[config.mk]
export PLATFORM = sky130hd
export DESIGN_NAME = fxp_multiplier
export DESIGN_NICKNAME = d
export VERILOG_FILES = /design/src/rtl/fxp_multiplier.sv
export SDC_FILE = /design/constraint.sdc
export NUM_CORES = 1
export LEC_CHECK = 0
export CAP_MARGIN = 20
export CORE_MARGIN = 3
export CORE_UTILIZATION = 55
export CTS_BUF_LIST = sky130_fd_sc_hd__clkbuf_4
export DETAILED_ROUTE_END_ITERATION = 7
export HOLD_SLACK_MARGIN = 0.1
export PLACE_DENSITY_LB_ADDON = 0.12
export SETUP_SLACK_MARGIN = 0.2
export SLEW_MARGIN = 20
export SYNTH_ARGS = -nofsm -noshare
export SYNTH_HDL_FRONTEND = slang
export SYNTH_SLANG_ARGS = --single-unit
[constraint.sdc]
create_clock -name clk -period 3.8 [get_ports clk]
set_input_delay 0.95 -clock clk [delete_from_list [all_inputs] [get_ports clk]]
set_output_delay 0.95 -clock clk [all_outputs]
set_load 0.02 [all_outputs]
[src/rtl/fxp_multiplier.sv]
// rtl/fxp_multiplier.sv - sequential signed fixed-point multiplier, shift-add with round-to-nearest-even (optional MUL_SATURATE_EN)
module fxp_multiplier #(
    parameter int WIDTH = 32,
    parameter int FBITS = 16
) (
    input  logic             clk,
    input  logic             rst,
    input  logic             start,
    input  logic [WIDTH-1:0] a,
    input  logic [WIDTH-1:0] b,
    output logic             busy,
    output logic             done,
    output logic             valid,
    output logic             ovf,
    output logic [WIDTH-1:0] val
);

    // Magnitude width, accumulator width, rounded-quotient width, counter width
    localparam int MW = WIDTH - 1;
    localparam int AW = 2 * MW;
    localparam int RW = AW - FBITS + 1;
    localparam int CW = $clog2(WIDTH);

    localparam logic [2:0] S_IDLE  = 3'd0;
    localparam logic [2:0] S_INIT  = 3'd1;
    localparam logic [2:0] S_CALC  = 3'd2;
    localparam logic [2:0] S_ROUND = 3'd3;
    localparam logic [2:0] S_SIGN  = 3'd4;

    localparam logic [WIDTH-1:0] SMALLEST    = {1'b1, {MW{1'b0}}};
    localparam logic [WIDTH-1:0] MAX_POS     = {1'b0, {MW{1'b1}}};
    localparam logic [WIDTH-1:0] MIN_SAT     = {1'b1, {(MW-1){1'b0}}, 1'b1};
    localparam logic [AW-1:0]    STICKY_MASK = (AW'(1) << (FBITS - 1)) - AW'(1);
    localparam logic [CW-1:0]    LAST_ITER   = CW'(WIDTH - 2);

    logic [2:0]       state;
    logic [MW-1:0]    au;
    logic [MW-1:0]    bu;
    logic             sign;
    logic [AW-1:0]    mcand;
    logic [AW-1:0]    acc;
    logic [CW-1:0]    cnt;
    logic [MW-1:0]    r_q;
    logic             ovf_q;

    logic [WIDTH-1:0] neg_a;
    logic [WIDTH-1:0] neg_b;
    logic [RW-1:0]    r_trunc;
    logic [RW-1:0]    r_rnd;
    logic             guard;
    logic             sticky;
    logic             round_up;
    logic             r_ovf;
    logic [WIDTH-1:0] mag;
    logic [WIDTH-1:0] signed_val;
    logic             shortcut;

    // Operand negation, rounding of the accumulated product, and sign application
    always_comb begin
        neg_a      = -a;
        neg_b      = -b;
        shortcut   = (a == SMALLEST) || (b == SMALLEST);
        r_trunc    = {1'b0, acc[AW-1:FBITS]};
        guard      = acc[FBITS-1];
        sticky     = |(acc & STICKY_MASK);
        round_up   = guard && (sticky || r_trunc[0]);
        r_rnd      = r_trunc + RW'(round_up);
        r_ovf      = |r_rnd[RW-1:MW];
        mag        = {1'b0, r_q};
        signed_val = sign ? -mag : mag;
    end

    // Control FSM and datapath: capture, shift-add, round, sign/complete
    always_ff @(posedge clk) begin
        if (rst) begin
            state <= S_IDLE;
            busy  <= 1'b0;
            done  <= 1'b0;
            valid <= 1'b0;
            ovf   <= 1'b0;
            val   <= '0;
            au    <= '0;
            bu    <= '0;
            sign  <= 1'b0;
            mcand <= '0;
            acc   <= '0;
            cnt   <= '0;
            r_q   <= '0;
            ovf_q <= 1'b0;
        end else begin
            done <= 1'b0;
            case (state)
                S_IDLE: begin
                    if (start) begin
                        valid <= 1'b0;
                        ovf   <= 1'b0;
                        if (shortcut) begin
                            done <= 1'b1;
                            ovf  <= 1'b1;
`ifdef MUL_SATURATE_EN
                            val   <= (a[MW] ^ b[MW]) ? MIN_SAT : MAX_POS;
                            valid <= 1'b1;
`else
                            val   <= MAX_POS;
`endif
                        end else begin
                            au    <= a[MW] ? neg_a[MW-1:0] : a[MW-1:0];
                            bu    <= b[MW] ? neg_b[MW-1:0] : b[MW-1:0];
                            sign  <= a[MW] ^ b[MW];
                            busy  <= 1'b1;
                            state <= S_INIT;
                        end
                    end
                end
                S_INIT: begin
                    acc   <= '0;
                    cnt   <= '0;
                    mcand <= {{MW{1'b0}}, au};
                    state <= S_CALC;
                end
                S_CALC: begin
                    if (bu[0]) begin
                        acc <= acc + mcand;
                    end
                    mcand <= mcand << 1;
                    bu    <= bu >> 1;
                    cnt   <= cnt + CW'(1);
                    if (cnt == LAST_ITER) begin
                        state <= S_ROUND;
                    end
                end
                S_ROUND: begin
                    r_q   <= r_rnd[MW-1:0];
                    ovf_q <= r_ovf;
                    state <= S_SIGN;
                end
                S_SIGN: begin
                    busy  <= 1'b0;
                    done  <= 1'b1;
                    state <= S_IDLE;
                    if (!ovf_q) begin
                        val   <= signed_val;
                        valid <= 1'b1;
                        ovf   <= 1'b0;
                    end else begin
                        ovf <= 1'b1;
`ifdef MUL_SATURATE_EN
                        val   <= sign ? MIN_SAT : MAX_POS;
                        valid <= 1'b1;
`else
                        val   <= MAX_POS;
                        valid <= 1'b0;
`endif
                    end
                end
                default: state <= S_IDLE;
            endcase
        end
    end

endmodule

Word level (Yosys, flattened, before mapping)
Cells that the tools add are included.
Cells by class
  add/subtract/negate cells: 6
  multipliers: 0
  div/mod/pow operators: 0
  order comparisons: 0
  equality and inequality tests: 12
  shift operators: 0
  mux-type cells: 30
  bitwise gates (word level): 2
  reduce and logical (&&, ||, !) cells: 16
Operator list (count)
  62-bit case mux with 2 select lines: 2
  32-bit 2-to-1 mux: 4
  31-bit 2-to-1 mux: 4
  32-bit equality test (second input constant): 2
  32-bit case mux with 2 select lines: 1
  62-bit adder: 1
  62-bit 2-to-1 mux: 1
  31-bit negator: 2
  31-bit case mux with 2 select lines: 1
  46-bit by 1-bit adder with 47-bit output: 1
  31-bit negator with 32-bit output: 1
  16-bit OR reduction: 1
  3-bit AND reduction: 5
  15-bit OR reduction: 1
  3-bit case mux with 4 select lines: 1
  2-bit inequality test (second input constant): 5
  5-bit case mux with 2 select lines: 1
  3-bit 2-to-1 mux: 3
  1-bit 2-to-1 mux: 8
  1-bit case mux with 2 select lines: 4
  3-bit by 2-bit equality test with 1-bit output (second input constant): 2
  2-bit nonzero test: 3
  5-bit by 1-bit adder with 5-bit output (second input constant): 1
  5-bit equality test (second input constant): 1
  other kinds (8): 10
Word-level totals
  register bits after elaboration: 263
  bits in latches: 0
  RAM bits: 0
  ROM bits: 0
  input port bits: 67
  memories: 0

Logic depth before layout (Yosys ltp)
  word-level depth: 5
  mapped depth: 14

Worst setup path after synthesis
Ideal clock, no wire load.
  path kind: input to register
  start: in b[4]
  end: reg sign
  data arrival time: 3.245 ns
  slack: 0.409 ns
  stages on the path: 12
  buffers on the path: 3
  path through: or4_4 > nor4_4 > nand4_1 > nor4_1 > a31oi_1 > and3_1 > clkbuf_1 > and2_1 > buf_4 > buf_2 > nor2_1 > a211oi_2
On the way
  longest elaborated chain between the ends: 4
Ends and longest elaborated chain
  start: declaration: RTL line 10  | input logic [WIDTH-1:0] b,
  32-bit equality test: RTL line 62  | shortcut = (a == SMALLEST) || (b == SMALLEST);
  1-bit logical OR: RTL line 62
  1-bit inverter (no source line)
  3-bit AND reduction (no source line)
  end signal: assignment: RTL line 109  | sign <= a[MW] ^ b[MW];
  end: declaration: RTL line 39  | logic sign;
No other way between the ends.
A chain may end at the register's enable or synchronous reset.

Worst setup path in the final report
  start: reg acc[0]
  end: reg acc[56]
On the way
  longest elaborated chain between the ends: 3
Ends and longest elaborated chain
  start: declaration: RTL line 41  | logic [AW-1:0] acc;
  start signal: assignment: RTL line 123  | acc <= acc + mcand;
  62-bit adder: RTL line 123
  62-bit 2-to-1 mux: RTL line 122  | if (bu[0]) begin
  62-bit case mux with 2 select lines: RTL line 92  | case (state)
No other way between the ends. The select of a mux whose other input is x is not followed.

==> flow_summary.toml <==
[status]
status = "finished, final reports clean"

[drt]
remaining_antenna_violation_count_after_routing = 0
wire_length_per_cell_um = 16.1
finalWirelength_mm = 41.4
drt_iter0_drc = 1209
vias_per_cell = 5.94
remaining_routing_drc_violations = 0
dr.pass1.iters = 5
detailroute.via_count = 15200

[yosys]
post_synth_main_area_contributors = "sky130_fd_sc_hd__dfxtp_1 33%, sky130_fd_sc_hd__xor2_1 6.9%, sky130_fd_sc_hd__nand2_1 5.6%"
syn_inst = 2029
synthesis.area_per_instance_um2 = 7.90
predominant_post_synthesis_flop_cell = "sky130_fd_sc_hd__dfxtp_1"
ys.warnings.count = 0
ys_ff_latch = 263
post_synth_instance_area_um2 = 16000
syn-num-nets = 2164
synth.most_common_cell = "sky130_fd_sc_hd__dfxtp_1"
synth.cells.most_frequent = "263 x sky130_fd_sc_hd__dfxtp_1, 241 x sky130_fd_sc_hd__nand2_1, 209 x sky130_fd_sc_hd__nor2_1"
synth_area_leader_cell = "sky130_fd_sc_hd__dfxtp_1"
synth-seq-area-share_pct = 32.8
synth_top_cell_area_share_pct = 32.8
yosysUniqueCellTypes = 73
synth-edff-count = 0
async_flop_share_pct = 0

[sta]
maxSlewHeadroom_pct = 31.4
final-setup-viol-count = 0
post-route-min-period_ns = 3.49
worst-slew-pin-transition_ns = 1.03
fmax_mhz = 286
timing.final.ws_setup_ns = 0.306
setup_tns_ns = 0
timing.final.crit_share_pct = 92.0
worst_clock_skew_ns = 0.0582
grt_setup_unrepaired = "true"
timing.hold.ws_ns = 0.451
timing_max_transition_violations_final = 0
number_of_hold_violations_in_the_final_report = 0

[setup_path]
timing.critical_path.from_type = "flop"
regToRegStartpoint = "acc[0]$_SDFFE_PP0P_"
setup.worst_path.class = "flop to flop"
critPathRequiredTime_ns = 4.37
timing.critical_path.arrival_ns = 4.07
setup.reg_to_reg.worst_slack_ns = 0.31
crit_end_element = "flop"
crit_path_max_fanout = 5
worst-r2r-cell-count = 13
crit-reg2reg-capture = "acc[56]$_SDFFE_PP0P_"

[placement]
place_worst_setup_slack_ns = -0.457
place_inst = 2447
dpl.hpwl_mm = 29.8
place_area_um2 = 17600
finalWeightedCongestion = 0.944
port_buffers = 102

[global_routing]
global_route_wire_length_before_repair_mm = 68.7
grt_util_all_layers_pct = 26.0
maximum_number_of_pins_on_one_net_before_global_route_repair = 103
grt-ovfl-total = 0
first_global_vias = 14300
grt_antenna_before_repair = 1

[power_and_ir_drop]
max-vdd-ir-drop_mv = 0.187
cellPowerDensity_nw_per_um2 = 335
totalPowerFinal_mw = 6.25
power_leakage_nw = 6.99

[clocking]
cts_max_level = 3
path_clk_slew_ns = 0.06
clock_latency_ns = 0.71
longest_clk_path_bufs = 3
clkSinkCount = 263
numCtsBuffers = 71
clk_root_buffer_cell = "sky130_fd_sc_hd__clkbuf_4"
cts_tree = "done"

[floorplan]
initial_core_util_pct = 56.8
core_region_area_um2 = 28200
top_level_ports = 103
std_cell_rows = 61
die-height_um = 177
die_x_um = 177
area_of_the_die_um2 = 31200

[layout]
num-fill-cells = 2454
area_used_by_multi_input_combinational_logic_um2 = 10200
area_growth_pct = 16.2
fin_util_pct = 66.0
layoutNonFillerInstCount = 2568
num-nets-final = 2279
drive_gt1_share_pct = 12.1
sequential_cell_area_um2 = 5270
design_area_um2 = 18600

[hold_path]
worstHoldPathCells = 2
hold_path_startpoint = "bu[21]$_SDFFE_PP0P_"
hold_path_class = "flop to flop"
hold-path-endpoint = "bu[20]$_SDFFE_PP0P_"

[flow_run]
max_cap_viol_count = 0
==> layout by cell type (no fill, tap or decap), drive strengths merged, types with 7 or more instances in the layout <==
master         instances
a21oi                166
o21ai                110
o21a                   7
o41ai                 18
or2                    8
a31oi                 14
and2                  12
a22oi                 67
a211oi                98
nor2                 209
or4                   16
nand4                 37
inv                   29
clkdlybuf4s50        101
nor2b                 10
o211ai                33
xnor2                 45
or3                   18
clkinv                 8
and3                  21
xor2                 127
nand3                 68
buf                   84
a21o                  35
o31ai                 32
nand2                241
ha                    67
o21bai                 7
nand2b                14
clkbuf               104
dfxtp                263
nor3                  23
nor4                  23
==> worst max path at each step <==
stage | startpoint | slack [ns] | to
floorplan | b[4] | 0.41 | sign$_SDFFE_PP0P_
global placement | a[0] | -0.27 | au[17]$_SDFFE_PP0P_
detailed placement | a[0] | -0.46 | au[27]$_SDFFE_PP0P_
CTS | acc[0]$_SDFFE_PP0P_ | 0.21 | acc[56]$_SDFFE_PP0P_
global route | acc[0]$_SDFFE_PP0P_ | 0.18 | acc[56]$_SDFFE_PP0P_
finish | acc[0]$_SDFFE_PP0P_ | 0.31 | acc[56]$_SDFFE_PP0P_
==> area by class of cell <==
type / count / area share (%)
antenna: 1 / 0.0134
clock buffer: 104 / 4.19
clock inverter: 14 / 0.578
inverter: 27 / 0.544
multi-input combinational: 1596 / 54.7
sequential: 263 / 28.3
tap: 378 / 2.54
timing repair buffer: 185 / 9.21
==> state kept, by name (all words and copies together) (netlist names) <==
register,count
r_q,31
sign,1
valid,1
ovf,1
mcand,62
val,32
au,31
acc,62
cnt,5
bu,31
state,3
done,1
ovf_q,1
busy,1
==> metal layers <==
metal  GRT usage, %  share of wire [%]  routed length (µm)  up-vias
met5              0                  0                   0        -
met4           8.81                2.5                1050        0
met3           4.31                5.3                2170       86
met2           40.9                 45               18600      400
met1           36.3                 47               19600     7086
li1               -                  -                   -     7671
==> what timing repair did <==
action                                 CTS  global route
endpoints found under the hold margin    0             0
pin swaps                                0             2
setup endpoints to repair                1            87
hold buffers                             0             0
gates resized for setup                  1            16
setup buffers                            0             1
==> where the power goes <==
group	switching, mW	internal (mW)	total (mW)
logic	0.455	0.324	0.780
clock network	1.20	1.33	2.53
registers	0.0825	2.86	2.94
total	1.74	4.51	6.25
==> worst max-delay path: stages, from the launching register on <==
cell and delay (ns):
sky130_fd_sc_hd__dfxtp_1 0.36, sky130_fd_sc_hd__ha_1 0.22, sky130_fd_sc_hd__inv_1 0.07, sky130_fd_sc_hd__fa_1 0.40
sky130_fd_sc_hd__nand3b_1 0.25, sky130_fd_sc_hd__a211oi_2 0.28, sky130_fd_sc_hd__or4_1 0.21, sky130_fd_sc_hd__a21oi_1 0.09
sky130_fd_sc_hd__or3b_4 0.45, sky130_fd_sc_hd__o31ai_4 0.28, sky130_fd_sc_hd__a221oi_4 0.17, sky130_fd_sc_hd__nor4_2 0.34
sky130_fd_sc_hd__or4_1 0.18, sky130_fd_sc_hd__nand3_1 0.07
==> cells by family (layout without fill, tap and decap cells) <==
logic type / after synthesis / in the layout / synth area share [%]
DFF: 263 / 263 / 32.8
AOI/OAI and AO/OA: 627 / 627 / 26.5
muxes: 6 / 6 / 0.375
buffers and inverters: 170 / 330 / 4.25
xor gates and xnor gates: 172 / 172 / 9.40
other: 0 / 1 / 0
and+or+nand+nor: 723 / 723 / 21.3
adders and majority gates: 68 / 68 / 5.35
(Power assumes the default switching activity.)
